**src/rtl/multicycle_control_if.sv**
```systemverilog
// Controller <-> instruction memory / datapath bundle for the multi-cycle control unit.
// master is the control unit; slave is the memory port and datapath it steers.
interface multicycle_control_if;
   logic [31:0] instr;
   logic        mem_ready;
   logic        alu_ovf;
   logic        cond_true;
   logic        mem_req;
   logic        mem_we;
   logic        ir_write;
   logic        pc_write;
   logic        reg_write;
   logic [2:0]  selwsource;
   logic [1:0]  selregdest;
   logic        selimregb;
   logic        selalushift;
   logic [2:0]  aluop;
   logic [1:0]  shiftop;
   logic [1:0]  selpctype;
   logic [2:0]  compop;
   logic        unsig;
   logic        trap;
   logic [1:0]  trap_cause;
   logic [2:0]  state_o;

   modport master (
      input  instr, mem_ready, alu_ovf, cond_true,
      output mem_req, mem_we, ir_write, pc_write, reg_write, selwsource, selregdest,
             selimregb, selalushift, aluop, shiftop, selpctype, compop, unsig,
             trap, trap_cause, state_o
   );

   modport slave (
      output instr, mem_ready, alu_ovf, cond_true,
      input  mem_req, mem_we, ir_write, pc_write, reg_write, selwsource, selregdest,
             selimregb, selalushift, aluop, shiftop, selpctype, compop, unsig,
             trap, trap_cause, state_o
   );
endinterface

```
**src/rtl/multicycle_control.sv**
```systemverilog
// Multi-cycle FETCH/DECODE/EXEC/MEM/WB controller with memory timeout and trap handling.
// Decoded control fields are latched in DECODE and only driven in the states that use them.
module multicycle_control #(
   parameter int MEM_TIMEOUT = 15,
   parameter bit SHIFT_EN    = 1'b1,
   parameter bit TRAP_ON_OVF = 1'b1
) (
   input logic           clk,
   input logic           rst,
   multicycle_control_if.master bus
);

   typedef enum logic [2:0] {
      S_FETCH  = 3'd0,
      S_DECODE = 3'd1,
      S_EXEC   = 3'd2,
      S_MEM    = 3'd3,
      S_WB     = 3'd4,
      S_TRAP   = 3'd5
   } state_t;

   typedef enum logic [2:0] {
      C_ILL = 3'd0,
      C_J   = 3'd1,
      C_JR  = 3'd2,
      C_BR  = 3'd3,
      C_ALU = 3'd4,
      C_LW  = 3'd5,
      C_SW  = 3'd6
   } cls_t;

   typedef struct packed {
      cls_t       cls;
      logic [2:0] selwsource;
      logic [1:0] selregdest;
      logic       selimregb;
      logic       selalushift;
      logic [2:0] aluop;
      logic [1:0] shiftop;
      logic [2:0] compop;
      logic       unsig;
      logic       ovf_chk;
   } dec_t;

   localparam logic [1:0] CAUSE_ILL = 2'b01;
   localparam logic [1:0] CAUSE_OVF = 2'b10;
   localparam logic [1:0] CAUSE_TMO = 2'b11;

   localparam bit           TMO_EN = (MEM_TIMEOUT != 0);
   localparam int           CW     = (MEM_TIMEOUT > 0) ? $clog2(MEM_TIMEOUT + 1) : 1;
   localparam logic [CW:0]  LIMIT  = (CW+1)'(MEM_TIMEOUT);

   state_t        state_q, state_d;
   dec_t          dec, d_q;
   logic [5:0]    op_q, fn_q;
   logic [CW-1:0] cnt_q, cnt_d;
   logic [CW:0]   cnt_inc;
   logic [1:0]    cause_q, cause_d;
   logic          waiting, tmo_hit, ovf_trap;
   logic          unused_instr_bits;

   assign unused_instr_bits = ^bus.instr[25:6];

   // Opcode/function decode from the latched IR fields.
   always_comb begin
      dec     = '0;
      dec.cls = C_ILL;
      case (op_q)
         6'b000000: begin
            case (fn_q)
               6'b000100: begin dec.cls = C_ALU; dec.selalushift = 1'b1; dec.shiftop = 2'b10; end
               6'b000110: begin dec.cls = C_ALU; dec.selalushift = 1'b1; dec.shiftop = 2'b00; end
               6'b000111: begin dec.cls = C_ALU; dec.selalushift = 1'b1; dec.shiftop = 2'b01; end
               6'b001000: dec.cls = C_JR;
               6'b100000: begin dec.cls = C_ALU; dec.aluop = 3'b010; dec.ovf_chk = 1'b1; end
               6'b100001: begin dec.cls = C_ALU; dec.aluop = 3'b010; dec.unsig = 1'b1; end
               6'b100010: begin dec.cls = C_ALU; dec.aluop = 3'b110; dec.ovf_chk = 1'b1; end
               6'b100011: begin dec.cls = C_ALU; dec.aluop = 3'b110; dec.unsig = 1'b1; end
               6'b100100: begin dec.cls = C_ALU; dec.aluop = 3'b000; end
               6'b100101: begin dec.cls = C_ALU; dec.aluop = 3'b001; end
               6'b100110: begin dec.cls = C_ALU; dec.aluop = 3'b101; end
               6'b100111: begin dec.cls = C_ALU; dec.aluop = 3'b100; end
               default: ;
            endcase
            if (dec.cls == C_ALU) dec.selregdest = 2'b01;
            if (!SHIFT_EN && dec.selalushift) dec = '0;
         end
         6'b000010: dec.cls = C_J;
         6'b000100: begin dec.cls = C_BR; dec.compop = 3'b000; end
         6'b000101: begin dec.cls = C_BR; dec.compop = 3'b101; end
         6'b000110: begin dec.cls = C_BR; dec.compop = 3'b010; end
         6'b000111: begin dec.cls = C_BR; dec.compop = 3'b011; end
         6'b001000: begin dec.cls = C_ALU; dec.selimregb = 1'b1; dec.aluop = 3'b010; dec.ovf_chk = 1'b1; end
         6'b001001: begin dec.cls = C_ALU; dec.selimregb = 1'b1; dec.aluop = 3'b010; dec.unsig = 1'b1; end
         6'b001100: begin dec.cls = C_ALU; dec.selimregb = 1'b1; dec.aluop = 3'b000; end
         6'b001101: begin dec.cls = C_ALU; dec.selimregb = 1'b1; dec.aluop = 3'b001; end
         6'b001110: begin dec.cls = C_ALU; dec.selimregb = 1'b1; dec.aluop = 3'b101; end
         6'b100011: begin
            dec.cls = C_LW; dec.selimregb = 1'b1; dec.aluop = 3'b010; dec.selwsource = 3'b001;
         end
         6'b101011: begin dec.cls = C_SW; dec.selimregb = 1'b1; dec.aluop = 3'b010; end
         default: ;
      endcase
   end

   assign waiting  = (state_q == S_FETCH || state_q == S_MEM) && !bus.mem_ready;
   assign cnt_inc  = {1'b0, cnt_q} + (CW+1)'(1);
   assign tmo_hit  = TMO_EN && waiting && (cnt_inc == LIMIT);
   assign ovf_trap = TRAP_ON_OVF && d_q.ovf_chk && bus.alu_ovf;

   always_ff @(posedge clk) begin
      if (rst) begin
         state_q <= S_FETCH;
         cnt_q   <= '0;
         cause_q <= 2'b00;
      end else begin
         state_q <= state_d;
         cnt_q   <= cnt_d;
         cause_q <= cause_d;
      end
   end

   always_ff @(posedge clk) begin
      if (rst) begin
         op_q <= '0;
         fn_q <= '0;
         d_q  <= '0;
      end else begin
         if (state_q == S_FETCH && bus.mem_ready) begin
            op_q <= bus.instr[31:26];
            fn_q <= bus.instr[5:0];
         end
         if (state_q == S_DECODE) d_q <= dec;
      end
   end

   always_comb begin
      state_d = state_q;
      cause_d = cause_q;
      case (state_q)
         S_FETCH: begin
            if (bus.mem_ready)  state_d = S_DECODE;
            else if (tmo_hit) begin state_d = S_TRAP; cause_d = CAUSE_TMO; end
         end
         S_DECODE: begin
            case (dec.cls)
               C_ILL:      begin state_d = S_TRAP; cause_d = CAUSE_ILL; end
               C_J, C_JR:  state_d = S_FETCH;
               default:    state_d = S_EXEC;
            endcase
         end
         S_EXEC: begin
            case (d_q.cls)
               C_ALU:      state_d = S_WB;
               C_LW, C_SW: state_d = S_MEM;
               default:    state_d = S_FETCH;
            endcase
         end
         S_MEM: begin
            if (bus.mem_ready)  state_d = (d_q.cls == C_LW) ? S_WB : S_FETCH;
            else if (tmo_hit) begin state_d = S_TRAP; cause_d = CAUSE_TMO; end
         end
         S_WB: begin
            if (ovf_trap) begin state_d = S_TRAP; cause_d = CAUSE_OVF; end
            else          state_d = S_FETCH;
         end
         default: state_d = S_FETCH;
      endcase

      // Every state change restarts the wait budget for the next request phase.
      if (state_d != state_q)       cnt_d = '0;
      else if (TMO_EN && waiting)   cnt_d = cnt_inc[CW-1:0];
      else                          cnt_d = cnt_q;
   end

   always_comb begin
      bus.mem_req     = 1'b0;
      bus.mem_we      = 1'b0;
      bus.ir_write    = 1'b0;
      bus.pc_write    = 1'b0;
      bus.reg_write   = 1'b0;
      bus.selwsource  = 3'b000;
      bus.selregdest  = 2'b00;
      bus.selimregb   = 1'b0;
      bus.selalushift = 1'b0;
      bus.aluop       = 3'b000;
      bus.shiftop     = 2'b00;
      bus.selpctype   = 2'b00;
      bus.compop      = 3'b000;
      bus.unsig       = 1'b0;
      bus.trap        = 1'b0;
      bus.trap_cause  = rst ? 2'b00 : cause_q;
      bus.state_o     = rst ? 3'd0 : state_q;
      if (!rst) begin
         case (state_q)
            S_FETCH: begin
               bus.mem_req = 1'b1;
               if (bus.mem_ready) begin
                  bus.ir_write  = 1'b1;
                  bus.pc_write  = 1'b1;
                  bus.selpctype = 2'b11;
               end
            end
            S_DECODE: begin
               if (dec.cls == C_J) begin
                  bus.pc_write  = 1'b1;
                  bus.selpctype = 2'b10;
               end else if (dec.cls == C_JR) begin
                  bus.pc_write  = 1'b1;
                  bus.selpctype = 2'b01;
               end
            end
            S_EXEC, S_MEM, S_WB: begin
               bus.selwsource  = d_q.selwsource;
               bus.selregdest  = d_q.selregdest;
               bus.selimregb   = d_q.selimregb;
               bus.selalushift = d_q.selalushift;
               bus.aluop       = d_q.aluop;
               bus.shiftop     = d_q.shiftop;
               bus.compop      = d_q.compop;
               bus.unsig       = d_q.unsig;
               if (state_q == S_EXEC && d_q.cls == C_BR) bus.pc_write = bus.cond_true;
               if (state_q == S_MEM) begin
                  bus.mem_req = 1'b1;
                  bus.mem_we  = (d_q.cls == C_SW);
               end
               if (state_q == S_WB) bus.reg_write = !ovf_trap;
            end
            S_TRAP: begin
               bus.trap     = 1'b1;
               bus.pc_write = 1'b1;
            end
            default: ;
         endcase
      end
   end

endmodule

```
**src/flat_wrapper.sv**
```systemverilog
// flat-port wrapper written by rule: the top's interface ports become plain ports
module multicycle_control_flat 
#(
   parameter int MEM_TIMEOUT = 15,
   parameter bit SHIFT_EN    = 1'b1,
   parameter bit TRAP_ON_OVF = 1'b1
)
  (clk, rst, bus_instr, bus_mem_ready, bus_alu_ovf, bus_cond_true, bus_mem_req, bus_mem_we, bus_ir_write, bus_pc_write, bus_reg_write, bus_selwsource, bus_selregdest, bus_selimregb, bus_selalushift, bus_aluop, bus_shiftop, bus_selpctype, bus_compop, bus_unsig, bus_trap, bus_trap_cause, bus_state_o);
  multicycle_control_if bus_i ();
  input logic clk;
  input logic rst;
  input wire logic [$bits(bus_i.instr)-1:0] bus_instr;
  input wire logic [$bits(bus_i.mem_ready)-1:0] bus_mem_ready;
  input wire logic [$bits(bus_i.alu_ovf)-1:0] bus_alu_ovf;
  input wire logic [$bits(bus_i.cond_true)-1:0] bus_cond_true;
  output wire logic [$bits(bus_i.mem_req)-1:0] bus_mem_req;
  output wire logic [$bits(bus_i.mem_we)-1:0] bus_mem_we;
  output wire logic [$bits(bus_i.ir_write)-1:0] bus_ir_write;
  output wire logic [$bits(bus_i.pc_write)-1:0] bus_pc_write;
  output wire logic [$bits(bus_i.reg_write)-1:0] bus_reg_write;
  output wire logic [$bits(bus_i.selwsource)-1:0] bus_selwsource;
  output wire logic [$bits(bus_i.selregdest)-1:0] bus_selregdest;
  output wire logic [$bits(bus_i.selimregb)-1:0] bus_selimregb;
  output wire logic [$bits(bus_i.selalushift)-1:0] bus_selalushift;
  output wire logic [$bits(bus_i.aluop)-1:0] bus_aluop;
  output wire logic [$bits(bus_i.shiftop)-1:0] bus_shiftop;
  output wire logic [$bits(bus_i.selpctype)-1:0] bus_selpctype;
  output wire logic [$bits(bus_i.compop)-1:0] bus_compop;
  output wire logic [$bits(bus_i.unsig)-1:0] bus_unsig;
  output wire logic [$bits(bus_i.trap)-1:0] bus_trap;
  output wire logic [$bits(bus_i.trap_cause)-1:0] bus_trap_cause;
  output wire logic [$bits(bus_i.state_o)-1:0] bus_state_o;
  assign bus_i.instr = bus_instr;
  assign bus_i.mem_ready = bus_mem_ready;
  assign bus_i.alu_ovf = bus_alu_ovf;
  assign bus_i.cond_true = bus_cond_true;
  assign bus_mem_req = bus_i.mem_req;
  assign bus_mem_we = bus_i.mem_we;
  assign bus_ir_write = bus_i.ir_write;
  assign bus_pc_write = bus_i.pc_write;
  assign bus_reg_write = bus_i.reg_write;
  assign bus_selwsource = bus_i.selwsource;
  assign bus_selregdest = bus_i.selregdest;
  assign bus_selimregb = bus_i.selimregb;
  assign bus_selalushift = bus_i.selalushift;
  assign bus_aluop = bus_i.aluop;
  assign bus_shiftop = bus_i.shiftop;
  assign bus_selpctype = bus_i.selpctype;
  assign bus_compop = bus_i.compop;
  assign bus_unsig = bus_i.unsig;
  assign bus_trap = bus_i.trap;
  assign bus_trap_cause = bus_i.trap_cause;
  assign bus_state_o = bus_i.state_o;
  multicycle_control #(.MEM_TIMEOUT(MEM_TIMEOUT), .SHIFT_EN(SHIFT_EN), .TRAP_ON_OVF(TRAP_ON_OVF)) u_core (.clk(clk), .rst(rst), .bus(bus_i));
endmodule
```
**config.mk**
```make
export PLATFORM = sky130hd
export DESIGN_NAME = multicycle_control_flat
export DESIGN_NICKNAME = d
export VERILOG_FILES = /design/src/rtl/multicycle_control_if.sv /design/src/rtl/multicycle_control.sv /design/src/flat_wrapper.sv
export SDC_FILE = /design/constraint.sdc
export NUM_CORES = 1
export LEC_CHECK = 0
export ABC_AREA = 1
export CORE_MARGIN = 4
export CORE_UTILIZATION = 47
export CTS_CLUSTER_DIAMETER = 100
export DETAILED_ROUTE_END_ITERATION = 7
export HOLD_SLACK_MARGIN = 0.05
export PLACE_DENSITY = 0.87
export SYNTH_ARGS = -nofsm -noshare
export SYNTH_HDL_FRONTEND = slang
export SYNTH_SLANG_ARGS = --single-unit
export TNS_END_PERCENT = 10
```
**constraint.sdc**
```tcl
create_clock -name clk -period 2 [get_ports clk]
set_input_delay 0.4 -clock clk [delete_from_list [all_inputs] [get_ports clk]]
set_output_delay 0.4 -clock clk [all_outputs]
set_load 0.05 [all_outputs]
```
==> results_tabular.tex <==
\begin{tabular}{lr}
\hline
Metric & Value \\
\hline
\multicolumn{2}{l}{\textbf{Detailed routing}} \\
Post-detailed-route via-to-cell ratio & roughly 6.2 \\
Highest routed layer & met4 \\
Number of detailed-routing iterations run before antenna repair & 6 \\
DRC violation total after the first TritonRoute iteration & a little over 500 \\
Detail Route met3 WL & 972 um \\
Via count & 2,890 \\
Wire length per cell after detailed routing & 18.62 um \\
Post-route DRC violation count & 0 \\
Number of nets still failing antenna checks after routing & 0 \\
Met2 layer wire length in the routed design & 4081 um \\
Final WL & 8656 um \\
Met1 wire length & 3100 um \\
\multicolumn{2}{l}{\textbf{Setup path}} \\
Peak fanout along the critical path & 6 \\
Slowest stage cell, crit path & dfxtp\_4 \\
Worst endpoint data arrival time & $\sim$1800 ps \\
Critical Path Start Type & flop \\
Combined buffer and inverter count along the critical path & 3 \\
Critical Path Sink Type & primary output \\
Worst path required time & 1600 ps \\
Peak per-stage delay on the critical path & $\sim$390 ps \\
Family of cells with the greatest summed delay on the critical path & simple AND/OR/NAND/NOR gates \\
Category of the most critical setup path & reg -> out \\
Cell chain of the critical path & nor2\_2, nand2\_2, nor2\_4, clkinv\_2, buf\_6, o22ai\_4, buf\_12 \\
\multicolumn{2}{l}{\textbf{Logic synthesis}} \\
Per-instance average area after synthesis & around 6.5 um\^{}2 \\
Top cells by area in the synthesized netlist & dfxtp\_1 (35\%), nand2\_1 (9.0\%), inv\_1 (8.4\%) \\
Post-synthesis cell count & 339 \\
EDFF count, synth & 0 \\
Async set-or-reset flop fraction in the synthesized netlist & 0 \\
Cell type with the largest total area after synthesis & dfxtp\_1 \\
Dominant cell by count in the synthesized netlist & nand2\_1 \\
Synth warn & 0 \\
Mapped Area & approximately 2200 um\^{}2 \\
Proportion of netlist area held by the largest area contributor & 0.3460 \\
Commonest cells in the netlist & nand2\_1 (53), inv\_1 (49), nor2\_1 (49) \\
Seq cells post-synth & 38 \\
Count of different cell masters after synthesis & 37 \\
Sequential share of the synthesized area & 0.3460 \\
Most frequently used flop master after synthesis & dfxtp\_1 \\
\multicolumn{2}{l}{\textbf{GRT}} \\
Antenna violations before repair & 0 \\
Wire length of the first global-routing pass & 12,060 um \\
Total global routing overflow & 0 \\
GRT Resource Usage Total & 0.2532 \\
Number of global-route vias before repair & 2,611 \\
Pin count of the biggest net entering global routing & 23 \\
\multicolumn{2}{l}{\textbf{Floorplanning}} \\
Core area & $\sim$4400 um\^{}2 \\
Std-Cell Rows & 24 \\
Number of ports placed on the die boundary & 66 \\
Overall die width & 76.39 um \\
Initial Util & 0.4947 \\
Chip height & $\sim$76 um \\
Full die area & between 5000 and 6000 um\^{}2 \\
\multicolumn{2}{l}{\textbf{Clock tree}} \\
Number of buffers created by CTS & 5 \\
Total of hold buffers inserted after clock tree synthesis & 0 \\
Buffer levels on the longest clock path & 2 \\
Clock H-tree levels & 2 \\
Clock Root Buffer & clkbuf\_8 \\
Number of sinks on the clock net & 38 \\
Clock-pin slew reported for the worst setup and hold paths after clock tree synthesis & $\sim$80 ps \\
CTS tree & built \\
Clock latency at the later pin of the worst-skew pair & slightly above 300 ps \\
\multicolumn{2}{l}{\textbf{Placement}} \\
Total placed cells including tap cells & approximately 440 \\
Count of buffers inserted at the top-level ports & 42 \\
Total half-perimeter wirelength after legalization and detailed placement & 4611 um \\
Final RePlAce weighted congestion & 1.012 \\
\multicolumn{2}{l}{\textbf{Run status}} \\
Failing checks & setup timing \\
Result of the run & finished with violations \\
\multicolumn{2}{l}{\textbf{Pwr}} \\
Pleak & between 1 and 1.5 nW \\
Combinational Power Share & 0.603 \\
Sw frac & 0.4992 \\
Worst supply voltage drop on vdd & $\sim$0.00068 V \\
Pwr/cell area & 1297 nW/um\^{}2 \\
Fraction of power consumed by sequential logic & 0.271 \\
Power share of the clock group & 0.126 \\
Internal & around 2.3 mW \\
Sw Pwr & between 2 and 2.5 mW \\
\multicolumn{2}{l}{\textbf{Timing}} \\
Skew final & roughly 7.3 ps \\
Hold Vio Cnt, Final & 0 \\
Time the final worst path needs with I/O delays and setup & around 2200 ps \\
Unrepaired setup endpoints after global routing & true \\
Final number of max-transition violations & 0 \\
Final setup violation count & 23 \\
Max frequency & between 0.4 and 0.5 GHz \\
Crit share post-route & 1.083 \\
Post-route setup slack & -165.1 ps \\
\multicolumn{2}{l}{\textbf{Final layout}} \\
Final core utilization & 0.7925 \\
Fin cells & roughly 470 \\
Fill cell instance count of the final layout & $\sim$260 \\
Layout Nets & between 400 and 500 \\
Diodes inserted & 0 \\
Fraction of layout instances using a drive strength above 1 & 0.3608 \\
Area growth from synthesis to final layout & 60.22\% \\
\multicolumn{2}{l}{\textbf{Worst hold path}} \\
Class of the most critical hold timing path & reg -> reg \\
\multicolumn{2}{l}{\textbf{Run}} \\
Max Cap Viol & 0 \\
\hline
\end{tabular}
-- area by class of cell --
class	count	area (um^2)	share of cell area
inverters	53	210.2	0.05968
well taps	52	65.06	0.01847
clock buffers	6	82.58	0.02345
repair buffers	77	957.2	0.2718
clock inverters	2	12.51	0.003552
flip-flops and latches	38	789.5	0.2242
multi-input cells	237	1405	0.3989
-- routing by layer --
layer	track usage	up-vias
met2	0.4332	270
met5	0	-
met4	0.1522	0
met1	0.2953	1308
met3	0.04137	65
li1	-	1247
-- worst min-delay path: cells and delay by family (launching register included) --
kind	cells	cell delay, ps
AO/OA/AOI/OAI	1	60
flip-flops	1	320
AND/OR/NAND/NOR	1	60
-- repair_timing --
item,CTS,global route
pin swaps,12,12
cloned,1,0
setup buffers,7,6
setup endpoints to repair,17,22
resized for setup,58,31
endpoints found under the hold margin,0,0
-- sequential cells by signal, summed over array words and instances, names as in the netlist --
register	count
u_core.op_q	6
u_core.d_q	17
u_core.cause_q	2
u_core.cnt_q	4
u_core.fn_q	6
u_core.state_q	3
-- layout by cell type (no fill, tap or decap), types with 2 or more instances in the layout --
cell,n
nand2_1,50
inv_1,41
buf_4,31
a21oi_1,30
dfxtp_1,27
nand3_1,26
buf_12,26
o21ai_0,25
nor2_2,23
nor2_1,23
clkdlybuf4s50_1,15
nor2_4,11
inv_2,7
nand2_2,6
clkbuf_8,6
dfxtp_4,6
dfxtp_2,5
inv_4,4
nor3_1,4
buf_6,4
nand3_2,3
o211ai_1,3
nand4_1,3
a31oi_1,3
conb_1,3
clkinv_2,2
o22ai_4,2
nand2_4,2
o21ai_1,2
a21oi_2,2
o2111ai_1,2
ha_1,2
-- power groups by stage --
stage	Clock (mW)	Combinational, mW	Sequential [mW]
2_1_floorplan	0	1.39	1.10
3_3_place_gp	0	2.07	1.14
3_5_place_dp	0	2.15	1.15
4_1_cts	0.551	2.37	1.19
5_1_grt	0.600	2.90	1.25
6_report	0.575	2.76	1.24
-- path summary, 6_finish.rpt --
kind                                                   start                           end  slack [ps]  cells past startpoint
worst max-delay path            u_core.state_q[1]$_SDFF_PP0_              bus_selpctype[1]        -170                      7
worst min-delay path              u_core.d_q[2]$_SDFFE_PP0N_    u_core.d_q[2]$_SDFFE_PP0N_         480                      2
worst max register to register   u_core.op_q[0]$_SDFFE_PP0P_  u_core.cnt_q[3]$_SDFFE_PP0P_        -140                     12
worst min register to register    u_core.d_q[2]$_SDFFE_PP0N_    u_core.d_q[2]$_SDFFE_PP0N_         480                      2
-- stage by stage --
| step | setup WS (ps) | setup TNS [ps] | power [mW] | cell area [um^2] | hold WS [ps] |
|---|---|---|---|---|---|
| floorplan | -148.5 | -1283 | 2.499 | 2223 | 432.2 |
| global placement | -115.7 | -991.2 | 3.207 | 3072 | 446.3 |
| detailed placement | -137.4 | -1576 | 3.293 | 3072 | 458.1 |
| CTS | -67.60 | -391.3 | 4.118 | 3372 | 472.4 |
| global route | -201.3 | -3416 | 4.753 | 3522 | 491.8 |
| finish | -165.1 | -2609 | 4.568 | 3522 | 475.2 |
-- logic make-up (layout without fill, tap and decap cells) --
kind of cell,count (synthesis),in the layout,synth area share
fa+ha+maj,2,2,0.01138
simple gates,157,157,0.3313
flops,38,38,0.3460
xor+xnor,1,1,0.003985
other cells,1,3,0.001706
compound gates,74,74,0.1861
buf+inv,66,138,0.1195
Note: power is estimated with default switching activity, not from simulation.
